### config.mk
export PLATFORM = sky130hd
export DESIGN_NAME = regfile_wb_arbiter_flat
export DESIGN_NICKNAME = d
export VERILOG_FILES = /design/src/rtl/regfile_wb_arbiter_if.sv /design/src/rtl/regfile_wb_arbiter.sv /design/src/flat_wrapper.sv
export SDC_FILE = /design/constraint.sdc
export NUM_CORES = 1
export LEC_CHECK = 0
export BUFFER_PORTS_ARGS = -buffer_cell sky130_fd_sc_hd__buf_2
export CAP_MARGIN = 20
export CORE_MARGIN = 4
export CORE_UTILIZATION = 55
export CTS_CLUSTER_SIZE = 12
export DETAILED_ROUTE_END_ITERATION = 8
export PLACE_DENSITY = 0.89
export SLEW_MARGIN = 20
export SYNTH_ARGS = -nofsm -noshare
export SYNTH_HDL_FRONTEND = slang
export SYNTH_SLANG_ARGS = --single-unit
### constraint.sdc
create_clock -name clk -period 3.4 [get_ports clk]
set_clock_uncertainty 0.1 [all_clocks]
set_input_delay 0.68 -clock clk [delete_from_list [all_inputs] [get_ports clk]]
set_output_delay 0.68 -clock clk [all_outputs]
set_load 0.03 [all_outputs]
### src/rtl/regfile_wb_arbiter_if.sv
// Writeback bus bundle between the EX/MEM writeback paths, the decode
// hazard check and the register-file write port.
interface regfile_wb_arbiter_if;
    logic        alu_valid;
    logic        alu_ready;
    logic [4:0]  alu_rd;
    logic [31:0] alu_data;

    logic        lsu_valid;
    logic        lsu_ready;
    logic [4:0]  lsu_rd;
    logic [31:0] lsu_data;

    logic        ld_issue_valid;
    logic [4:0]  ld_issue_rd;

    logic [4:0]  dec_rs1;
    logic [4:0]  dec_rs2;
    logic [4:0]  dec_rd;
    logic        hazard_stall;

    logic        RegWrite;
    logic [4:0]  WB_Rdaddr;
    logic [31:0] WB_Rddata;

    // Pipeline side: raises requests, sees handshakes and the write port.
    modport master (
        output alu_valid, alu_rd, alu_data,
        output lsu_valid, lsu_rd, lsu_data,
        output ld_issue_valid, ld_issue_rd,
        output dec_rs1, dec_rs2, dec_rd,
        input  alu_ready, lsu_ready, hazard_stall,
        input  RegWrite, WB_Rdaddr, WB_Rddata
    );

    // Arbiter side.
    modport slave (
        input  alu_valid, alu_rd, alu_data,
        input  lsu_valid, lsu_rd, lsu_data,
        input  ld_issue_valid, ld_issue_rd,
        input  dec_rs1, dec_rs2, dec_rd,
        output alu_ready, lsu_ready, hazard_stall,
        output RegWrite, WB_Rdaddr, WB_Rddata
    );
endinterface

### src/rtl/regfile_wb_arbiter.sv
// Register-file write-port arbiter: ALU results have priority, load results
// wait in a small FIFO and win once they have lost too many cycles in a row.
// Also tracks destinations of outstanding loads so decode can stall on them.
module regfile_wb_arbiter #(
    parameter int LSU_DEPTH    = 2,
    parameter int STARVE_LIMIT = 4
) (
    input  logic               clk,
    input  logic               rst,
    regfile_wb_arbiter_if.slave bus
);
    localparam int PTR_W = (LSU_DEPTH > 1) ? $clog2(LSU_DEPTH) : 1;
    localparam int CNT_W = $clog2(LSU_DEPTH + 1);
    localparam int AGE_W = $clog2(STARVE_LIMIT + 1);
    localparam logic [CNT_W-1:0] DEPTH_C = CNT_W'(LSU_DEPTH);
    localparam logic [AGE_W-1:0] LIMIT_C = AGE_W'(STARVE_LIMIT);

    logic [4:0]       fifo_rd   [LSU_DEPTH];
    logic [31:0]      fifo_data [LSU_DEPTH];
    logic [PTR_W-1:0] wr_ptr;
    logic [PTR_W-1:0] rd_ptr;
    logic [CNT_W-1:0] count;
    logic [AGE_W-1:0] age;
    logic [31:0]      pend;
    logic [31:0]      pend_next;

    logic        fifo_empty;
    logic        fifo_full;
    logic        lsu_prio;
    logic        lsu_grant;
    logic        alu_grant;
    logic        enq;
    logic [4:0]  head_rd;
    logic [31:0] head_data;

    logic        wb_we;
    logic [4:0]  wb_addr;
    logic [31:0] wb_data;

    // Grant decision for this cycle; the FIFO is judged on its registered
    // occupancy, so a freshly accepted load can never be granted the same cycle.
    always_comb begin
        fifo_empty = (count == '0);
        fifo_full  = (count == DEPTH_C);
        lsu_prio   = (age >= LIMIT_C);
        head_rd    = fifo_rd[rd_ptr];
        head_data  = fifo_data[rd_ptr];
        lsu_grant  = !fifo_empty && (!bus.alu_valid || lsu_prio);
        alu_grant  = bus.alu_valid && !lsu_grant;
        enq        = bus.lsu_valid && !fifo_full;
    end

    assign bus.lsu_ready    = !fifo_full;
    assign bus.alu_ready    = !(!fifo_empty && lsu_prio);
    assign bus.hazard_stall = pend[bus.dec_rs1] | pend[bus.dec_rs2] | pend[bus.dec_rd];
    assign bus.RegWrite     = wb_we;
    assign bus.WB_Rdaddr    = wb_addr;
    assign bus.WB_Rddata    = wb_data;

    // FIFO storage; contents need no reset because occupancy guards every read.
    always_ff @(posedge clk) begin
        if (enq) begin
            fifo_rd[wr_ptr]   <= bus.lsu_rd;
            fifo_data[wr_ptr] <= bus.lsu_data;
        end
    end

    // FIFO pointers and occupancy; pointers wrap naturally at the power-of-2 depth.
    always_ff @(posedge clk) begin
        if (rst) begin
            wr_ptr <= '0;
            rd_ptr <= '0;
            count  <= '0;
        end else begin
            if (enq) begin
                wr_ptr <= wr_ptr + PTR_W'(1);
            end
            if (lsu_grant) begin
                rd_ptr <= rd_ptr + PTR_W'(1);
            end
            count <= count + CNT_W'(enq) - CNT_W'(lsu_grant);
        end
    end

    // Aging counter: counts cycles a waiting load lost to the ALU, saturating.
    always_ff @(posedge clk) begin
        if (rst) begin
            age <= '0;
        end else if (fifo_empty || lsu_grant) begin
            age <= '0;
        end else if (alu_grant && (age != LIMIT_C)) begin
            age <= age + AGE_W'(1);
        end
    end

    // Next scoreboard value: a new load issue beats a same-register completion.
    always_comb begin
        pend_next = pend;
        if (lsu_grant) begin
            pend_next[head_rd] = 1'b0;
        end
        if (bus.ld_issue_valid && (bus.ld_issue_rd != 5'd0)) begin
            pend_next[bus.ld_issue_rd] = 1'b1;
        end
        pend_next[0] = 1'b0;
    end

    // Scoreboard register.
    always_ff @(posedge clk) begin
        if (rst) begin
            pend <= '0;
        end else begin
            pend <= pend_next;
        end
    end

    // Registered write port; x0 writes consume their slot but never enable the write.
    always_ff @(posedge clk) begin
        if (rst) begin
            wb_we   <= 1'b0;
            wb_addr <= 5'd0;
            wb_data <= 32'd0;
        end else if (lsu_grant) begin
            wb_we   <= (head_rd != 5'd0);
            wb_addr <= head_rd;
            wb_data <= head_data;
        end else if (alu_grant) begin
            wb_we   <= (bus.alu_rd != 5'd0);
            wb_addr <= bus.alu_rd;
            wb_data <= bus.alu_data;
        end else begin
            wb_we <= 1'b0;
        end
    end
endmodule
### src/flat_wrapper.sv
// flat-port wrapper written by rule: the top's interface ports become plain ports
module regfile_wb_arbiter_flat 
#(
    parameter int LSU_DEPTH    = 2,
    parameter int STARVE_LIMIT = 4
)
  (clk, rst, bus_alu_valid, bus_alu_rd, bus_alu_data, bus_lsu_valid, bus_lsu_rd, bus_lsu_data, bus_ld_issue_valid, bus_ld_issue_rd, bus_dec_rs1, bus_dec_rs2, bus_dec_rd, bus_alu_ready, bus_lsu_ready, bus_hazard_stall, bus_RegWrite, bus_WB_Rdaddr, bus_WB_Rddata);
  regfile_wb_arbiter_if bus_i ();
  input  logic clk;
  input  logic rst;
  input wire logic [$bits(bus_i.alu_valid)-1:0] bus_alu_valid;
  input wire logic [$bits(bus_i.alu_rd)-1:0] bus_alu_rd;
  input wire logic [$bits(bus_i.alu_data)-1:0] bus_alu_data;
  input wire logic [$bits(bus_i.lsu_valid)-1:0] bus_lsu_valid;
  input wire logic [$bits(bus_i.lsu_rd)-1:0] bus_lsu_rd;
  input wire logic [$bits(bus_i.lsu_data)-1:0] bus_lsu_data;
  input wire logic [$bits(bus_i.ld_issue_valid)-1:0] bus_ld_issue_valid;
  input wire logic [$bits(bus_i.ld_issue_rd)-1:0] bus_ld_issue_rd;
  input wire logic [$bits(bus_i.dec_rs1)-1:0] bus_dec_rs1;
  input wire logic [$bits(bus_i.dec_rs2)-1:0] bus_dec_rs2;
  input wire logic [$bits(bus_i.dec_rd)-1:0] bus_dec_rd;
  output wire logic [$bits(bus_i.alu_ready)-1:0] bus_alu_ready;
  output wire logic [$bits(bus_i.lsu_ready)-1:0] bus_lsu_ready;
  output wire logic [$bits(bus_i.hazard_stall)-1:0] bus_hazard_stall;
  output wire logic [$bits(bus_i.RegWrite)-1:0] bus_RegWrite;
  output wire logic [$bits(bus_i.WB_Rdaddr)-1:0] bus_WB_Rdaddr;
  output wire logic [$bits(bus_i.WB_Rddata)-1:0] bus_WB_Rddata;
  assign bus_i.alu_valid = bus_alu_valid;
  assign bus_i.alu_rd = bus_alu_rd;
  assign bus_i.alu_data = bus_alu_data;
  assign bus_i.lsu_valid = bus_lsu_valid;
  assign bus_i.lsu_rd = bus_lsu_rd;
  assign bus_i.lsu_data = bus_lsu_data;
  assign bus_i.ld_issue_valid = bus_ld_issue_valid;
  assign bus_i.ld_issue_rd = bus_ld_issue_rd;
  assign bus_i.dec_rs1 = bus_dec_rs1;
  assign bus_i.dec_rs2 = bus_dec_rs2;
  assign bus_i.dec_rd = bus_dec_rd;
  assign bus_alu_ready = bus_i.alu_ready;
  assign bus_lsu_ready = bus_i.lsu_ready;
  assign bus_hazard_stall = bus_i.hazard_stall;
  assign bus_RegWrite = bus_i.RegWrite;
  assign bus_WB_Rdaddr = bus_i.WB_Rdaddr;
  assign bus_WB_Rddata = bus_i.WB_Rddata;
  regfile_wb_arbiter #(.LSU_DEPTH(LSU_DEPTH), .STARVE_LIMIT(STARVE_LIMIT)) u_core (.clk(clk), .rst(rst), .bus(bus_i));
endmodule
==> summary.txt, run 1 <==
Run status
  • Status: completed

Detailed routing
  • Routed wire per std cell: 20.13 um
  • Initial DRC count: 637
  • Vias: between 5k and 6k
  • Vias/cell: 6.174
  • Post-DRT Antenna Nets: 0
  • DRC viols: 0
  • Final wirelength: 18440 um
  • First-pass DRT Iterations: 6

Synthesis
  • Async SR Flop Fraction: 0
  • Prevailing post-synth register cell: dfxtp_1
  • Post-Syn Nets: 713
  • Mapped Cells: 610
  • Synth Register Bits: 151
  • Synth top area share: 0.3221
  • Post-synth EDFFs: 74
  • Synth Cell Area: 6899 um^2
  • Mean Syn Cell Area: 11.31 um^2
  • Synth cell types: between 40 and 50
  • Leading area contributor after synthesis: edfxtp_1
  • Synth area leaders: edfxtp_1 (32%), dfxtp_1 (22%), mux2i_1 (6.4%), a21oi_1 (5.0%), o221a_2 (4.7%)
  • Sequential area share after synthesis: 0.5455
  • Synthesis Warnings: 0

Setup path
  • Crit-path slowest cell: a2111oi_0
  • Cells along the critical path: buf_2 > mux2_2 > a221oi_1 > a2111oi_0 > a2111oi_0 > nand4_1 > buf_2
  • Crit-path max cell delay: 0.39 ns
  • CP Launch Type: primary input
  • Critical path class: in -> out
  • Max FO, Critical Path: 12
  • WP data required: roughly 2.6 ns
  • Arrival time at the worst endpoint: 2.41 ns
  • CP Capture Type: output port

Place
  • Post-DP HPWL: 12480 um
  • DP Area: 7689 um^2
  • Cells after DPL: 884
  • Gpl congestion: 0.9824
  • # port buffers: 139

Cells and area
  • Util after Layout: 0.6824
  • FF+latch area: ~3800 um^2
  • Most common cell after layout, fill and taps aside: buf_2
  • Final instance area: between 8000 and 9000 um^2
  • Area of the multi-input gates: slightly below 3000 um^2
  • Fin nets: 838
  • Finished Layout Cells: 916
  • Most frequent cells in the layout: buf_2 (139), dfxtp_1 (76), edfxtp_1 (74)
  • FILL cells: approximately 850
  • Proportion of layout cells with a drive suffix above 1: 0.3209
  • Antenna cells: 0
  • Layout area overhead: 20.29%

Timing
  • Highest clock rate: 313.6 MHz
  • Slew HR: 0.3998
  • Pins Over Slew Limit: 0
  • Post-Route Setup TNS: 0 ns
  • Crit share post-route: 0.9378
  • Measured slew at the worst slew-check pin: 0.9004 ns
  • RSZ-0062 raised after global routing: false
  • Final hold vios: 0
  • Final setup violation count: 0
  • Tmin final: around 3.2 ns

Die
  • Initial Util: 0.5673
  • Die Wd: 120 um
  • CORE AREA: 12160 um^2
  • I/O pins: 140
  • # rows: 40
  • Die height: ~120 um
  • Die footprint: 14400 um^2

CTS
  • CTS tree: built
  • Clk root buf: clkbuf_16
  • Total setup buffers inserted after CTS: 0
  • Clock Pin Slew Worst Setup and Hold Paths: about 0.060 ns
  • Hold_buf cts: 0
  • CTS resizes: 0
  • Clock Tree Buf Depth: 2
  • Clock H-tree levels: 4
  • Clk_lat worst skew: 0.42 ns
  • CTS Buf Count: 17
  • Clk sinks: about 150

Pwr
  • Pwr dens: 723.7 nW/um^2
  • Worst VDD drop: 0.4951 mV
  • LEAKAGE: between 3 and 4 nW
  • Power after layout: 6.006 mW

Global route
  • Initial antenna violation count: 1
  • GRT busiest layer: met2
  • Met1 usage: 0.3112
  • Total grt overflow: 0
  • Vias in the first global route: 5753
  • First-pass GRT wire length: 29280 um
  • GRT Total Usage: 0.2568
  • Met2 usage: 0.4341
  • Largest net degree at the start of global routing: 58
  • Grt met3 use: 0.06409

Job
  • Max cap viols: 0

Worst hold path
  • Worst min path class: in -> reg
## registers in the layout, indices dropped and copies added (netlist names), named ones only
name and cells:
u_core.fifo_rd 10, u_core.rd_ptr 1, u_core.bus.RegWrite 1, u_core.bus.WB_Rdaddr 5, u_core.bus.WB_Rddata 32, u_core.age 3
u_core.fifo_data 64, u_core.wr_ptr 1, u_core.pend 31, u_core.count 2
## critical path, delay by kind of cell
kind	cells	cell delay, ns
mux	1	0.36
compound gates	3	0.78
buf+inv	2	0.44
simple gates	1	0.14
## cells by family (layout without fill, tap and decap cells)
kind of cell | count (synthesis) | count (layout) | share of synthesized area
flip-flops | 151 | 151 | 0.5455
XOR/XNOR | 4 | 4 | 0.005079
AO/OA/AOI/OAI | 181 | 181 | 0.1721
adder cells (fa/ha/maj) | 4 | 4 | 0.007255
AND/OR/NAND/NOR | 148 | 148 | 0.09558
multiplexers | 72 | 72 | 0.1415
buffers and inverters | 50 | 188 | 0.03301
## Yosys cell counts, types with 2 or more instances
library cell,n
dfxtp_1,77
edfxtp_1,74
a21oi_1,69
nor2_1,55
nand2_1,54
mux2i_1,44
o21ai_0,35
a31oi_1,29
o221a_2,29
clkbuf_1,22
mux4_2,13
buf_2,11
mux2_2,10
nor2b_1,8
inv_1,7
a211o_1,6
buf_1,6
nand2b_1,6
nand3b_1,5
and2_1,4
ha_1,4
mux4_1,4
nor3_1,4
a2111oi_0,3
a221oi_1,3
buf_6,3
nand3_1,3
o22ai_1,3
nor4b_1,2
xnor2_1,2
xor2_1,2
## cell type report
cell class,instances,area share
Multi-Input combinational cell,409,0.3514
Inverter,7,0.003166
Timing Repair Buffer,149,0.09287
Clock buffer,18,0.05292
Clock inverter,14,0.02065
Sequential cell,151,0.4536
Tap cell,168,0.02533
## path summary, 6_finish.rpt
kind | from | cells past startpoint | end | slack (ns)
max | bus_dec_rs2[1] | 7 | bus_hazard_stall | 0.21
min | bus_lsu_data[14] | 1 | u_core.fifo_data[0][14] | 0.35
max reg2reg | flop | 5 | u_core.bus.RegWrite | 0.92
min reg2reg | u_core.bus.WB_Rddata[28] | 2 | u_core.bus.WB_Rddata[28] | 0.36
## metal layers
layer | share of wire | vias to the layer above
met5 | 0.00070 | -
met4 | 0.025 | 2
met3 | 0.096 | 43
met2 | 0.49 | 325
met1 | 0.39 | 2712
li1 | - | 2573
## report_power, final
| part | switching [mW] | leakage [nW] | total [mW] | internal (mW) |
|---|---|---|---|---|
| combinational | 1.14 | 1.56 | 1.72 | 0.583 |
| sequential | 0.148 | 1.32 | 2.34 | 2.19 |
| clock | 0.765 | 0.293 | 1.94 | 1.18 |
## metrics by stage
step | hold WS [ns] | setup slack, ns
floorplan | 0.3276 | 0.4510
global placement | 0.3348 | 0.2284
detailed placement | 0.3479 | 0.2208
CTS | 0.3344 | 0.2205
global route | 0.3372 | 0.1401
finish | 0.3471 | 0.2115
Note: power is estimated with default switching activity, not from simulation.
==> run 2, diff against run 1 <==
--- a/config.mk
+++ b/config.mk
@@ -6,12 +6,12 @@
 export NUM_CORES = 1
 export LEC_CHECK = 0
 export BUFFER_PORTS_ARGS = -buffer_cell sky130_fd_sc_hd__buf_2
-export CAP_MARGIN = 20
+export CAP_MARGIN = 5
 export CORE_MARGIN = 4
 export CORE_UTILIZATION = 55
 export CTS_CLUSTER_SIZE = 12
 export DETAILED_ROUTE_END_ITERATION = 8
-export PLACE_DENSITY = 0.89
+export PLACE_DENSITY = 0.8
 export SLEW_MARGIN = 20
 export SYNTH_ARGS = -nofsm -noshare
 export SYNTH_HDL_FRONTEND = slang
==> summary.txt, run 2 (same netlist as run 1, synthesis figures left out) <==
Setup path
  • Buf/Inv on CP: 2 (unchanged)
  • Reg-to-reg setup timing slack: 1.08 ns (+0.16 ns)
  • Crit-path slowest cell: mux4_2
  • Crit path top cell by count: buf_2
  • Cells along the critical path: buf_2 > mux4_2 > nand3b_1 > o21ai_0 > a2111oi_0 > nand4_1 > buf_2
  • Max FO, Critical Path: 8 (-4)
  • CP Launch Type: primary input
  • WP data required: 2.62 ns (about the same)
  • Family with the most delay on the worst path: compound AO/OA/AOI/OAI gates
  • Worst reg2reg endpoint: u_core.pend[20]
  • Critical Path Start: bus_dec_rs1[0]
  • CP Capture Type: output port
  • Crit-path max cell delay: 0.52 ns (+0.13 ns)
  • Critical path class: in -> out
  • R2R depth: 6 (+1)
  • Arrival time at the worst endpoint: 2.40 ns (about the same)

Pwr
  • Clock Power Share: 0.315 (-0.009)
  • Pwr dens: 715.0 nW/um^2 (-1.2%)
  • Switching Share: 0.3366 (-0.005073)
  • Comb pwr share: 0.293 (+0.006)
  • Power after layout: 5.918 mW (-1.5%)
  • Worst VDD drop: 0.4378 mV (-12%)
  • Pint: 3.926 mW (-0.71%)
  • Sequential power share: 0.392 (+0.003)
  • LEAKAGE: 3.171 nW (-0.28%)
  • Net Sw Power: 1.992 mW (-2.9%)

Cells and area
  • Util after Layout: 0.6806 (-0.001851)
  • Most common cell after layout, fill and taps aside: buf_2
  • Most frequent cells in the layout: buf_2 (139), dfxtp_1 (76), edfxtp_1 (74)
  • Layout area overhead: 19.97%
  • Max reg flops: 64 (unchanged)
  • Proportion of layout cells with a drive suffix above 1: 0.3168 (-0.004011)
  • Finished Layout Cells: 916 (unchanged)
  • Fin nets: 838 (unchanged)
  • Top reg by flops: u_core.fifo_data
  • Antenna cells: 0 (unchanged)

CTS
  • Clock Pin Slew Worst Setup and Hold Paths: 0.06 ns (about the same)
  • Hold_buf cts: 0 (unchanged)
  • Clock H-tree levels: 4 (unchanged)
  • Clk sinks: 151 (unchanged)
  • Clk root buf: clkbuf_16
  • Clk_lat worst skew: 0.41 ns (about the same)
  • CTS Buf Count: 17 (unchanged)
  • Clock Tree Buf Depth: 2 (unchanged)
  • Total setup buffers inserted after CTS: 0 (unchanged)
  • CTS resizes: 0 (unchanged)
  • CTS tree: built

Place
  • Post-DP HPWL: 12690 um (+1.7%)
  • Cells after DPL: 884 (unchanged)
  • Gpl congestion: 0.9699 (-1.3%)
  • # port buffers: 139 (unchanged)

Timing
  • Post-Route Setup TNS: 0 ns (unchanged)
  • Pins Over Slew Limit: 0 (unchanged)
  • WHS: 0.3497 ns (+0.002574 ns)
  • RSZ-0062 raised after global routing: false
  • Highest clock rate: 315.0 MHz (+0.43%)
  • Final setup violation count: 0 (unchanged)
  • Final hold vios: 0 (unchanged)
  • Measured slew at the worst slew-check pin: 0.9497 ns (+0.04933 ns)
  • Tmin final: 3.175 ns (-0.01350 ns)
  • Slew HR: 0.3669 (-0.03289)
  • Crit share post-route: 0.9338 (-0.003971)

Run status
  • Status: completed

Detailed routing
  • First-pass DRT Iterations: 6 (unchanged)
  • Vias/cell: 6.151 (-0.37%)
  • Vias: 5634 (-0.37%)
  • Post-DRT Antenna Nets: 0 (unchanged)
  • Routed wire per std cell: 20.04 um (-0.49%)
  • DRC viols: 0 (unchanged)
  • Initial DRC count: 429 (-33%)
  • Final wirelength: 18350 um (-0.49%)

Job
  • Max cap viols: 0 (unchanged)

Global route
  • Vias in the first global route: 5723 (-0.52%)
  • Largest net degree at the start of global routing: 84 (+45%)
  • GRT Total Usage: 0.2576 (+0.0008405)
  • First-pass GRT wire length: 29090 um (-0.66%)
  • Initial antenna violation count: 2 (+1)
  • Total grt overflow: 0 (unchanged)

Die
  • Initial Util: 0.5673 (unchanged)
  • Die Wd: 120 um (unchanged)
  • # rows: 40 (unchanged)
  • Die footprint: 14400 um^2 (unchanged)
  • Die height: 120 um (unchanged)
  • I/O pins: 140 (unchanged)
  • CORE AREA: 12160 um^2 (unchanged)

Worst hold path
  • Hold_sp: bus_lsu_data[15]
  • Worst min path class: in -> reg
  • Min-Delay Path Depth: 1 (unchanged)
  • Hold endpoint: u_core.fifo_data[0][15]
[run 2: layer usage]
metal / vias up / GRT usage / routed length (um)
met5: - / 0 / 25
met2: 306 / 0.4289 / 8945
met3: 41 / 0.09284 / 1949
li1: 2578 / - / -
met4: 4 / 0.1009 / 449
met1: 2705 / 0.3045 / 6982
[run 2: layout make-up]
type	instances	area, um^2
multi-input cells	409	2917
well taps	168	210.2
flip-flops and latches	151	3765
clock buffers	19	432.9
fillers	884	3885
clock inverters	13	155.1
repair buffers	149	770.7
inverters	7	26.28
[run 2: worst max path at each step]
stage	end	slack (ns)	cells past startpoint
global placement	bus_hazard_stall	0.26	6
floorplan	bus_hazard_stall	0.45	5
CTS	bus_hazard_stall	0.21	7
detailed placement	bus_hazard_stall	0.21	7
global route	bus_hazard_stall	0.05	7
finish	bus_hazard_stall	0.22	7
[run 2: metrics by stage]
stage	area [um^2]	worst slack, ns
6_report	8277	0.2250
3_3_place_gp	7689	0.2555
3_5_place_dp	7689	0.2131
4_1_cts	8277	0.2113
5_1_grt	8277	0.04501
2_1_floorplan	6899	0.4510
[run 2: power groups by stage]
stage	Sequential (mW)	Combinational, mW	Clock [mW]
finish	2.32	1.74	1.86
floorplan	2.48	1.13	0
CTS	2.32	1.72	1.87
detailed placement	2.35	1.71	0
global route	2.34	1.90	1.96
global placement	2.34	1.63	0
